==> config.mk <==
export PLATFORM = sky130hd
export DESIGN_NAME = computing_core
export DESIGN_NICKNAME = d
export VERILOG_FILES = /design/src/rtl/computing_core_pkg.sv /design/src/rtl/computing_core_dot9_unit.sv /design/src/rtl/computing_core.sv
export SDC_FILE = /design/constraint.sdc
export NUM_CORES = 2
export LEC_CHECK = 0
export ABC_AREA = 1
export CORE_MARGIN = 4
export CORE_UTILIZATION = 25
export DETAILED_ROUTE_END_ITERATION = 10
export MAX_ROUTING_LAYER = met4
export SLEW_MARGIN = 0
export SYNTH_ARGS = -nofsm -noshare
export SYNTH_HDL_FRONTEND = slang
export SYNTH_SLANG_ARGS = --single-unit
==> constraint.sdc <==
create_clock -name clk -period 6.9 [get_ports clk]
set_input_delay 1.38 -clock clk [delete_from_list [all_inputs] [get_ports clk]]
set_output_delay 1.38 -clock clk [all_outputs]
set_load 0.05 [all_outputs]
==> src/rtl/computing_core_pkg.sv <==
// -----------------------------------------------------------------------------
// computing_core_pkg
// Shared constants and types for the 3x3, four-filter convolution core.
//   NUM_FILTERS  : number of kernels applied to every window
//   KERNEL_TAPS  : taps per kernel (3x3, row-major, k = 3*r + c)
//   KERNEL_DIM   : rows/columns of one kernel and one window
//   WIDTH_DEF    : default width of weights, activations and partial sums
//   taps_t       : one filter's nine taps at the default width
// -----------------------------------------------------------------------------
package computing_core_pkg;

    localparam int NUM_FILTERS = 4;
    localparam int KERNEL_TAPS = 9;
    localparam int KERNEL_DIM  = 3;
    localparam int WIDTH_DEF   = 8;

    typedef logic [KERNEL_TAPS-1:0][WIDTH_DEF-1:0] taps_t;

endpackage

==> src/rtl/computing_core_dot9_unit.sv <==
// -----------------------------------------------------------------------------
// dot9_unit
// Two-stage 9-tap unsigned dot product for one filter.
//   clk, rst  : clock, synchronous active-high reset
//   in_vld    : window on acts is valid this cycle
//   taps      : nine WIDTH-bit weights, tap k at [k*WIDTH +: WIDTH]
//   acts      : nine WIDTH-bit activations, same packing
//   psum      : registered sum modulo 2^WIDTH (holds when not valid)
//   psum_vld  : psum carries a fresh result
// Stage 1 registers the nine full-width products, stage 2 registers the
// truncated sum.
// -----------------------------------------------------------------------------
module dot9_unit
    import computing_core_pkg::*;
#(
    parameter int WIDTH = 8
) (
    input  logic                         clk,
    input  logic                         rst,
    input  logic                         in_vld,
    input  logic [KERNEL_TAPS*WIDTH-1:0] taps,
    input  logic [KERNEL_TAPS*WIDTH-1:0] acts,
    output logic [WIDTH-1:0]             psum,
    output logic                         psum_vld
);

    localparam int PROD_W = 2 * WIDTH;
    localparam int SUM_W  = 2 * WIDTH + 4;

    logic [KERNEL_TAPS-1:0][PROD_W-1:0] prod_q, prod_d;
    logic                               vld1_q, vld1_d;
    logic [WIDTH-1:0]                   psum_q, psum_d;
    logic                               vld2_q, vld2_d;
    logic [SUM_W-1:0]                   sum;
    logic                               unused_sum_hi;

    // Products only update on a valid window so idle cycles cost no toggles.
    for (genvar gi = 0; gi < KERNEL_TAPS; gi++) begin : g_prod
        assign prod_d[gi] = in_vld
            ? PROD_W'(taps[gi*WIDTH +: WIDTH]) * PROD_W'(acts[gi*WIDTH +: WIDTH])
            : prod_q[gi];
    end

    always_comb begin
        sum = '0;
        for (int k = 0; k < KERNEL_TAPS; k++) begin
            sum = sum + SUM_W'(prod_q[k]);
        end
        vld1_d = in_vld;
        vld2_d = vld1_q;
        // Output wraps modulo 2^WIDTH; value holds between valid results.
        psum_d = vld1_q ? sum[WIDTH-1:0] : psum_q;
    end

    // Upper sum bits are dropped by design (no saturation).
    assign unused_sum_hi = ^sum[SUM_W-1:WIDTH];

    always_ff @(posedge clk) begin
        if (rst) begin
            prod_q <= '0;
            vld1_q <= 1'b0;
            psum_q <= '0;
            vld2_q <= 1'b0;
        end else begin
            prod_q <= prod_d;
            vld1_q <= vld1_d;
            psum_q <= psum_d;
            vld2_q <= vld2_d;
        end
    end

    assign psum     = psum_q;
    assign psum_vld = vld2_q;

endmodule

==> src/rtl/computing_core.sv <==
// -----------------------------------------------------------------------------
// computing_core
// Applies four 3x3 kernels of unsigned weights to one 3x3 activation window
// per clock and emits four WIDTH-bit partial sums two edges later.
//   clk, rst             : clock, synchronous active-high reset
//   activate_ready       : activate0..2 carry a valid window this cycle
//   weight_load          : weight0..3 carry one tap per filter this cycle
//   activate0..2         : window rows; column 0 in the top WIDTH bits
//   weight0..3           : current tap for filter 0..3
//   weight_load_done     : combinational, high while the 9th tap is presented
//   out_psum0..3         : registered partial sums of filter 0..3
//   out_psum_vld         : out_psum0..3 are valid
// -----------------------------------------------------------------------------
module computing_core
    import computing_core_pkg::*;
#(
    parameter int WIDTH = WIDTH_DEF
) (
    input  logic                  clk,
    input  logic                  rst,
    input  logic                  activate_ready,
    input  logic                  weight_load,
    input  logic [3*WIDTH-1:0]    activate0,
    input  logic [3*WIDTH-1:0]    activate1,
    input  logic [3*WIDTH-1:0]    activate2,
    input  logic [WIDTH-1:0]      weight0,
    input  logic [WIDTH-1:0]      weight1,
    input  logic [WIDTH-1:0]      weight2,
    input  logic [WIDTH-1:0]      weight3,
    output logic                  weight_load_done,
    output logic [WIDTH-1:0]      out_psum0,
    output logic [WIDTH-1:0]      out_psum1,
    output logic [WIDTH-1:0]      out_psum2,
    output logic [WIDTH-1:0]      out_psum3,
    output logic                  out_psum_vld
);

    localparam logic [3:0] LAST_TAP = 4'(KERNEL_TAPS - 1);

    logic [3:0] cnt_q, cnt_d;
    logic [NUM_FILTERS-1:0][KERNEL_TAPS-1:0][WIDTH-1:0] w_q, w_d;
    logic [NUM_FILTERS-1:0][WIDTH-1:0]                  weight_in;
    logic [KERNEL_DIM-1:0][KERNEL_DIM*WIDTH-1:0]        rows;
    logic [KERNEL_TAPS*WIDTH-1:0]                       acts_flat;
    logic [NUM_FILTERS-1:0][WIDTH-1:0]                  psum_arr;
    logic [NUM_FILTERS-1:0]                             vld_vec;

    assign weight_in = {weight3, weight2, weight1, weight0};
    assign rows      = {activate2, activate1, activate0};

    // Reorder the row-packed window into tap order k = 3*r + c.
    for (genvar gr = 0; gr < KERNEL_DIM; gr++) begin : g_row
        for (genvar gc = 0; gc < KERNEL_DIM; gc++) begin : g_col
            assign acts_flat[(KERNEL_DIM*gr + gc)*WIDTH +: WIDTH] =
                rows[gr][(KERNEL_DIM-gc)*WIDTH-1 -: WIDTH];
        end
    end

    // Tap cnt of every filter captures its weight input during a load.
    for (genvar gi = 0; gi < NUM_FILTERS; gi++) begin : g_wfilt
        for (genvar gk = 0; gk < KERNEL_TAPS; gk++) begin : g_wtap
            assign w_d[gi][gk] = (weight_load && cnt_q == 4'(gk)) ? weight_in[gi]
                                                                  : w_q[gi][gk];
        end
    end

    always_comb begin
        cnt_d = cnt_q;
        if (weight_load) begin
            cnt_d = (cnt_q == LAST_TAP) ? 4'd0 : cnt_q + 4'd1;
        end
    end

    always_ff @(posedge clk) begin
        if (rst) begin
            cnt_q <= '0;
            w_q   <= '0;
        end else begin
            cnt_q <= cnt_d;
            w_q   <= w_d;
        end
    end

    assign weight_load_done = weight_load && (cnt_q == LAST_TAP) && !rst;

    // Each unit samples w_q before this edge's capture, so a window that
    // coincides with a load sees the previously stored taps.
    for (genvar gi = 0; gi < NUM_FILTERS; gi++) begin : g_dot
        dot9_unit #(.WIDTH(WIDTH)) u_dot9 (
            .clk      (clk),
            .rst      (rst),
            .in_vld   (activate_ready),
            .taps     (w_q[gi]),
            .acts     (acts_flat),
            .psum     (psum_arr[gi]),
            .psum_vld (vld_vec[gi])
        );
    end

    assign out_psum0    = psum_arr[0];
    assign out_psum1    = psum_arr[1];
    assign out_psum2    = psum_arr[2];
    assign out_psum3    = psum_arr[3];
    assign out_psum_vld = &vld_vec;

endmodule

== Word-level counts from Yosys, hierarchy flattened ==
Index checks and enable logic that the tools add are counted.
Widths: inputs -> output; s select.

* Add/subtract/negate cells: 33
* Multipliers: 36
* Eq/ne operators: 8
* Multiplexer cells: 1
* Reductions and logical operators: 12

{| class="wikitable"
|+ Operators with widths
! kind !! number
|-
| $mul 8x8->8 || 36
|-
| $add 8x8->8 || 32
|-
| $eq 4x3->1 const B || 4
|-
| $logic_and 1x1->1 || 10
|-
| $eq 4x2->1 const B || 2
|-
| $add 4x1->4 const B || 1
|-
| $eq 4x1->1 const B || 1
|-
| $eq 4x4->1 const B || 1
|-
| $logic_not 4->1 || 1
|-
| $mux 4 || 1
|-
| $logic_not 1->1 || 1
|}

* Register bits: 614
* Input bits: 108
* Output and inout port bits: 34
* Logic and storage cells: 169

== Depth between registers and ports, before layout ==
* Depth in word-level cells: 8
* Gate-level depth with buffers: 25
* Depth with buffers taken out: 23

== By module ==
From an unflattened synthesis, not the netlist that was laid out.

* Cell total of the unflattened synthesis: 9480
* Area total of the unflattened synthesis: 65276.4 µm²

{| class="wikitable"
|+ Modules (own cells, without submodules)
! module !! instances !! cells an instance !! area each (µm²) !! seq. area each (µm²)
|-
| dot9_unit (g_dot[1].u_dot9) || 1 || 2039 || 13631.8 || 1641.6
|-
| dot9_unit (g_dot[3].u_dot9) || 1 || 1977 || 13556.8 || 1641.6
|-
| dot9_unit (g_dot[2].u_dot9) || 1 || 1981 || 13465.4 || 1641.6
|-
| dot9_unit (g_dot[0].u_dot9) || 1 || 1869 || 13281.5 || 1641.6
|-
| computing_core || 1 || 1614 || 11340.9 || 5845.6
|}

== Worst setup path after synthesis ==
OpenSTA, ideal clock, no wires.

* Path kind: input-to-reg
* Start point: in activate2[4]
* End point: reg g_dot[0].u_dot9.prod_q[135] in the netlist's numbering
* Library setup time: 0.109 ns
* Arrival time: 5.013 ns
* Data required time: 6.791 ns
* Path slack: 1.778 ns
* Stages on the path: 19
* Path buffers: 2
* Cells stage by stage: buf_2 > clkbuf_1 > nand2_1 > inv_1 > fa_1 > fa_1 > inv_1 > fa_1 > fa_1 > inv_1 > ha_1 > a21oi_1 > o21ai_0 > xnor2_1 > or2_1 > nand3_1 > nand3_1 > nand2_1 > inv_1

* Longest elaborated chain between the ends: 1

{| class="wikitable"
|+ Ends and longest elaborated chain
! item !! line !! source
|-
| start: declaration || computing_core.sv:25 || <nowiki>input logic [3*WIDTH-1:0] activate2,</nowiki>
|-
| $mul 8x8->8 || computing_core_dot9_unit.sv:40 || <nowiki>? PROD_W'(taps[gi*WIDTH +: WIDTH]) * PROD_W'(acts[gi*WIDTH +: WIDTH])</nowiki>
|-
| end signal: assignment || computing_core_dot9_unit.sv:65 || <nowiki>prod_q <= prod_d;</nowiki>
|-
| end: declaration || computing_core_dot9_unit.sv:30 || <nowiki>logic [KERNEL_TAPS-1:0][PROD_W-1:0] prod_q, prod_d;</nowiki>
|}

Every way passes these cells.
A chain may end at the register's enable or synchronous reset.

== Worst setup path in the final report ==
* Start point: in activate1[18]
* End point: reg g_dot[2].u_dot9.prod_q[55] in the netlist's numbering

* Longest elaborated chain between the ends: 1

{| class="wikitable"
|+ Ends and longest elaborated chain
! item !! line !! source
|-
| start: declaration || computing_core.sv:24 || <nowiki>input logic [3*WIDTH-1:0] activate1,</nowiki>
|-
| $mul 8x8->8 || computing_core_dot9_unit.sv:40 ||
|-
| end signal: assignment || computing_core_dot9_unit.sv:65 ||
|-
| end: declaration || computing_core_dot9_unit.sv:30 ||
|}

Every way passes these cells.

==> results by stage <==
Detailed routing:
- In the final routed layout, each cell accounts on average for roughly 17 um.
- The residual DRC count is 0.
- After detailed routing, the number of vias per cell comes to between 4 and 5.
- Across all layers, the routed design uses between 50k and 60k vias.
- The antenna violation net count after detailed routing is 0.
- The routed design has 199 mm of wire.
- The first detailed-routing pass took 7 iterations.
- The detailed router's first-iteration violation count is slightly above 4k.

Setup path:
- The endpoint arrival time on the critical path is about 6 ns.
- The worst register-to-register path has a setup slack of 2.33 ns.
- In this run the worst path has a maximum fanout of 19.
- STA classifies the critical path endpoint as a flip-flop.
- In this run the critical register-to-register path is launched from g_dot[2].u_dot9.prod_q[54].
- For the worst flop-to-flop path, the logic depth is 18.
- The worst setup path category is in -> reg.
- The endpoint required time on the critical path is ~7.5 ns.
- The startpoint type of the worst setup path is an input pin.
- The endpoint identified for the worst register-to-register timing path is g_dot[2].u_dot9.psum[7].

Run:
- Max-cap violations in this run came to 0.

Placed design:
- Routability-driven placement finished with a final weighted congestion of about 0.92.
- Detailed placement finished with a half-perimeter wire length of 149 mm.
- After detailed placement, the total cell area comes to 65900 sq um.
- In this run the tool buffered the top-level ports with ~140 buffer cells.

Synthesis:
- The total of warnings raised by yosys is 0.
- The area share of the leading cell type in the synthesized netlist is 0.200.
- Synthesis handed over a netlist of 8364 instances.
- In this run the cell area of the synthesized design comes to a little over 60000 sq um.
- In the post-synthesis netlist, the biggest area contributors are sky130_fd_sc_hd__dfxtp_1 20%, sky130_fd_sc_hd__fa_1 20%, sky130_fd_sc_hd__inv_1 13%, sky130_fd_sc_hd__ha_1 12%, sky130_fd_sc_hd__nand2_1 11%.
- The number of different library cells used by synthesis comes to 41.
- The top cell type by total area after synthesis is sky130_fd_sc_hd__dfxtp_1.
- The synthesis-stage register bit count is slightly above 600.
- The share of the Yosys chip area taken by registers is 0.200.
- The average footprint of a synthesized cell is between 7 and 8 sq um.
- Synthesis produced a netlist with a net count of 9696.

Finish:
- In the final layout, the share of cells above drive strength 1 is 0.0346.
- In the layout the commonest cells are 2075 x sky130_fd_sc_hd__inv_1, 1863 x sky130_fd_sc_hd__nand2_1, 613 x sky130_fd_sc_hd__dfxtp_1.
- At the end of the flow the core is filled with cells to 0.282.
- The final layout contains 9627 nets.
- Compared with the post-synthesis result, the final layout area differs by 12.0%.
- The leading cell type in the layout, fill and taps excluded is sky130_fd_sc_hd__inv_1.
- The finished cells cover between 60000 and 70000 sq um.

Floorplan:
- In this run the standard cell core region covers around 240000 sq um.
- The area enclosed by the die boundary is about 250000 sq um.
- From left edge to right edge, the die measures 503 um.
- In this run the count of I/O pins placed on the die edge is approximately 140.
- The initial utilization of the core area, before any placement, comes to 0.252.
- The number of placement rows is between 150 and 200.
- The floorplan step set the die height to 503 um.

Timing:
- For the finished layout, the period the worst path requires is approximately 5.3 ns.
- For the pin with the worst max-slew slack, the measured transition is approximately 1.1 ns.
- The max-slew violation total from the final report was 0.
- The part of the cycle the worst path needs is 0.772.
- The setup clock skew after layout is about 0.035 ns.
- For this run, the top clock speed supported by timing is around 190 MHz.
- The summed negative setup slack over all endpoints is 0 ns.
- Setup repair after global routing left no endpoint under its margin.
- The final setup violation count is 0.
- The relative slew slack is 0.232.
- The number of hold violations in the final report is 0.

GRT:
- The remaining global-route overflow is 0.
- The wire length of the first global-routing pass is 302 mm.
- The number of global-route vias before repair is 47.2k.
- Across every metal layer, demand over resource in global routing totals 0.162.
- Entering global routing, the biggest net connects 137 pins.
- The initial antenna violation count is 31.

Power and ir drop:
- The highest ir drop seen on vdd is 0.219 mV.
- Overall power consumption after layout is estimated at 12.0 mW.
- The areal power density over the cells is between 150 and 200 nW/um^2.
- Summed over all cells, the static leakage comes to slightly below 40 nW.

Clock network:
- After clock tree synthesis, the clock-pin slew on the worst setup and hold paths is 0.06 ns.
- The clock reaches the later pin of the worst-skew pair after 0.70 ns.
- The CTS tree is built.
- The clock tree synthesis step divided the H-tree into 3 levels.
- The number of clock sinks is 614.
- The number of CTS-inserted buffers is 78.
- The post-cts resize count is 0.
- The clock passes through at most 3 buffers.
- The number of hold buffers added after cts is 0.
- The post-CTS setup buffer count is 0.
- In this run the clock root is driven by a sky130_fd_sc_hd__clkbuf_16.

Worst hold path:
- The path type of the worst min-delay path is reg -> reg.
- For hold timing, the worst endpoint is g_dot[0].u_dot9.prod_q[80].
- The cell depth of the worst min-delay path is 2.
- In this run the most critical hold path is launched from g_dot[0].u_dot9.prod_q[80].

Outcome:
- The run finished with clean final reports.
-- flip-flops by register name (all words and copies together) (netlist names) --
name                   count
g_dot.u_dot9.prod_q      288
w_q                      288
g_dot.u_dot9.psum         32
cnt_q                      4
g_dot.u_dot9.psum_vld      1
g_dot.u_dot9.vld1_q        1
-- report_power, final --
group | switching (mW) | internal, mW | leakage (nW) | total [mW]
registers | 0.211 | 3.72 | 5.01 | 3.93
logic | 2.37 | 1.20 | 32.4 | 3.57
clock network | 1.83 | 2.64 | 1.34 | 4.47
total | 4.41 | 7.56 | 38.7 | 12.0
-- per-stage QoR --
step	hold WS (ns)	instances	setup slack [ns]
floorplan	0.451	8364	1.78
global placement	0.464	11400	0.914
detailed placement	0.469	11400	0.842
CTS	0.478	11600	1.59
global route	0.496	11600	1.23
finish	0.483	11600	1.57
-- cells by family (layout without fill, tap and decap cells) --
logic type | after synthesis | count (layout) | synth area share
buf+inv | 2505 | 2498 | 0.157
simple gates | 2489 | 2489 | 0.160
fa+ha+maj | 1224 | 1224 | 0.325
compound gates | 1076 | 1076 | 0.0922
flops | 614 | 614 | 0.200
xor+xnor | 456 | 456 | 0.0656
other cells | 0 | 14 | 0
-- worst max-delay path: stages --
cell	delay [ns]
sky130_fd_sc_hd__clkdlybuf4s50_1	0.82
sky130_fd_sc_hd__buf_4	0.36
sky130_fd_sc_hd__nand2_1	0.07
sky130_fd_sc_hd__inv_1	0.05
sky130_fd_sc_hd__fa_1	0.43
sky130_fd_sc_hd__fa_1	0.49
sky130_fd_sc_hd__inv_1	0.05
sky130_fd_sc_hd__fa_1	0.53
sky130_fd_sc_hd__inv_1	0.05
sky130_fd_sc_hd__fa_1	0.44
sky130_fd_sc_hd__ha_1	0.34
sky130_fd_sc_hd__nand2_1	0.05
sky130_fd_sc_hd__o21ai_0	0.20
sky130_fd_sc_hd__xor2_1	0.19
sky130_fd_sc_hd__xnor2_1	0.16
sky130_fd_sc_hd__inv_1	0.06
sky130_fd_sc_hd__nand2_1	0.05
sky130_fd_sc_hd__nand3_1	0.06
sky130_fd_sc_hd__nand2_1	0.09
sky130_fd_sc_hd__inv_1	0.04
-- worst max path at each step --
stage	startpoint	end
floorplan	activate2[4]	g_dot[0].u_dot9.prod_q[135]
finish	activate1[18]	g_dot[2].u_dot9.prod_q[55]
CTS	weight_load	weight_load_done
global route	activate1[18]	g_dot[2].u_dot9.prod_q[55]
global placement	activate1[18]	g_dot[2].u_dot9.prod_q[55]
detailed placement	activate1[18]	g_dot[2].u_dot9.prod_q[55]
-- cells in the mapped netlist (all sizes together) --
library cell	number
clkinv	34
buf	147
nor2	381
inv	2081
nand4	5
o21bai	1
ha	612
nand2b	4
nand3b	21
o31ai	3
xor2	178
fa	612
o221ai	36
nand3	180
clkbuf	243
nor3	3
a21oi	446
a31oi	11
nor3b	1
o21ai	545
dfxtp	614
xnor2	278
nand2	1873
or2	20
nor4	1
a211oi	28
a21o	6
-- cell type report --
| class | count | area, sq um |
|---|---|---|
| diodes | 14 | 35.0 |
| clock buffers | 107 | 2280 |
| clock inverters | 35 | 482 |
| fillers | 26600 | 175000 |
| inverters | 2115 | 7950 |
| multi-input cells | 5245 | 39400 |
| flip-flops and latches | 614 | 12300 |
| well taps | 3202 | 4010 |
| repair buffers | 241 | 2210 |
-- metal layers --
layer | wire length, um | GRT usage | vias to the layer above
li1 | - | - | 24700
met4 | 6900 | 0.0535 | 0
met5 | 0 | - | -
met1 | 91000 | 0.220 | 23800
met2 | 88300 | 0.249 | 1384
met3 | 13300 | 0.0209 | 229
Power figures use the tool's default switching activity.
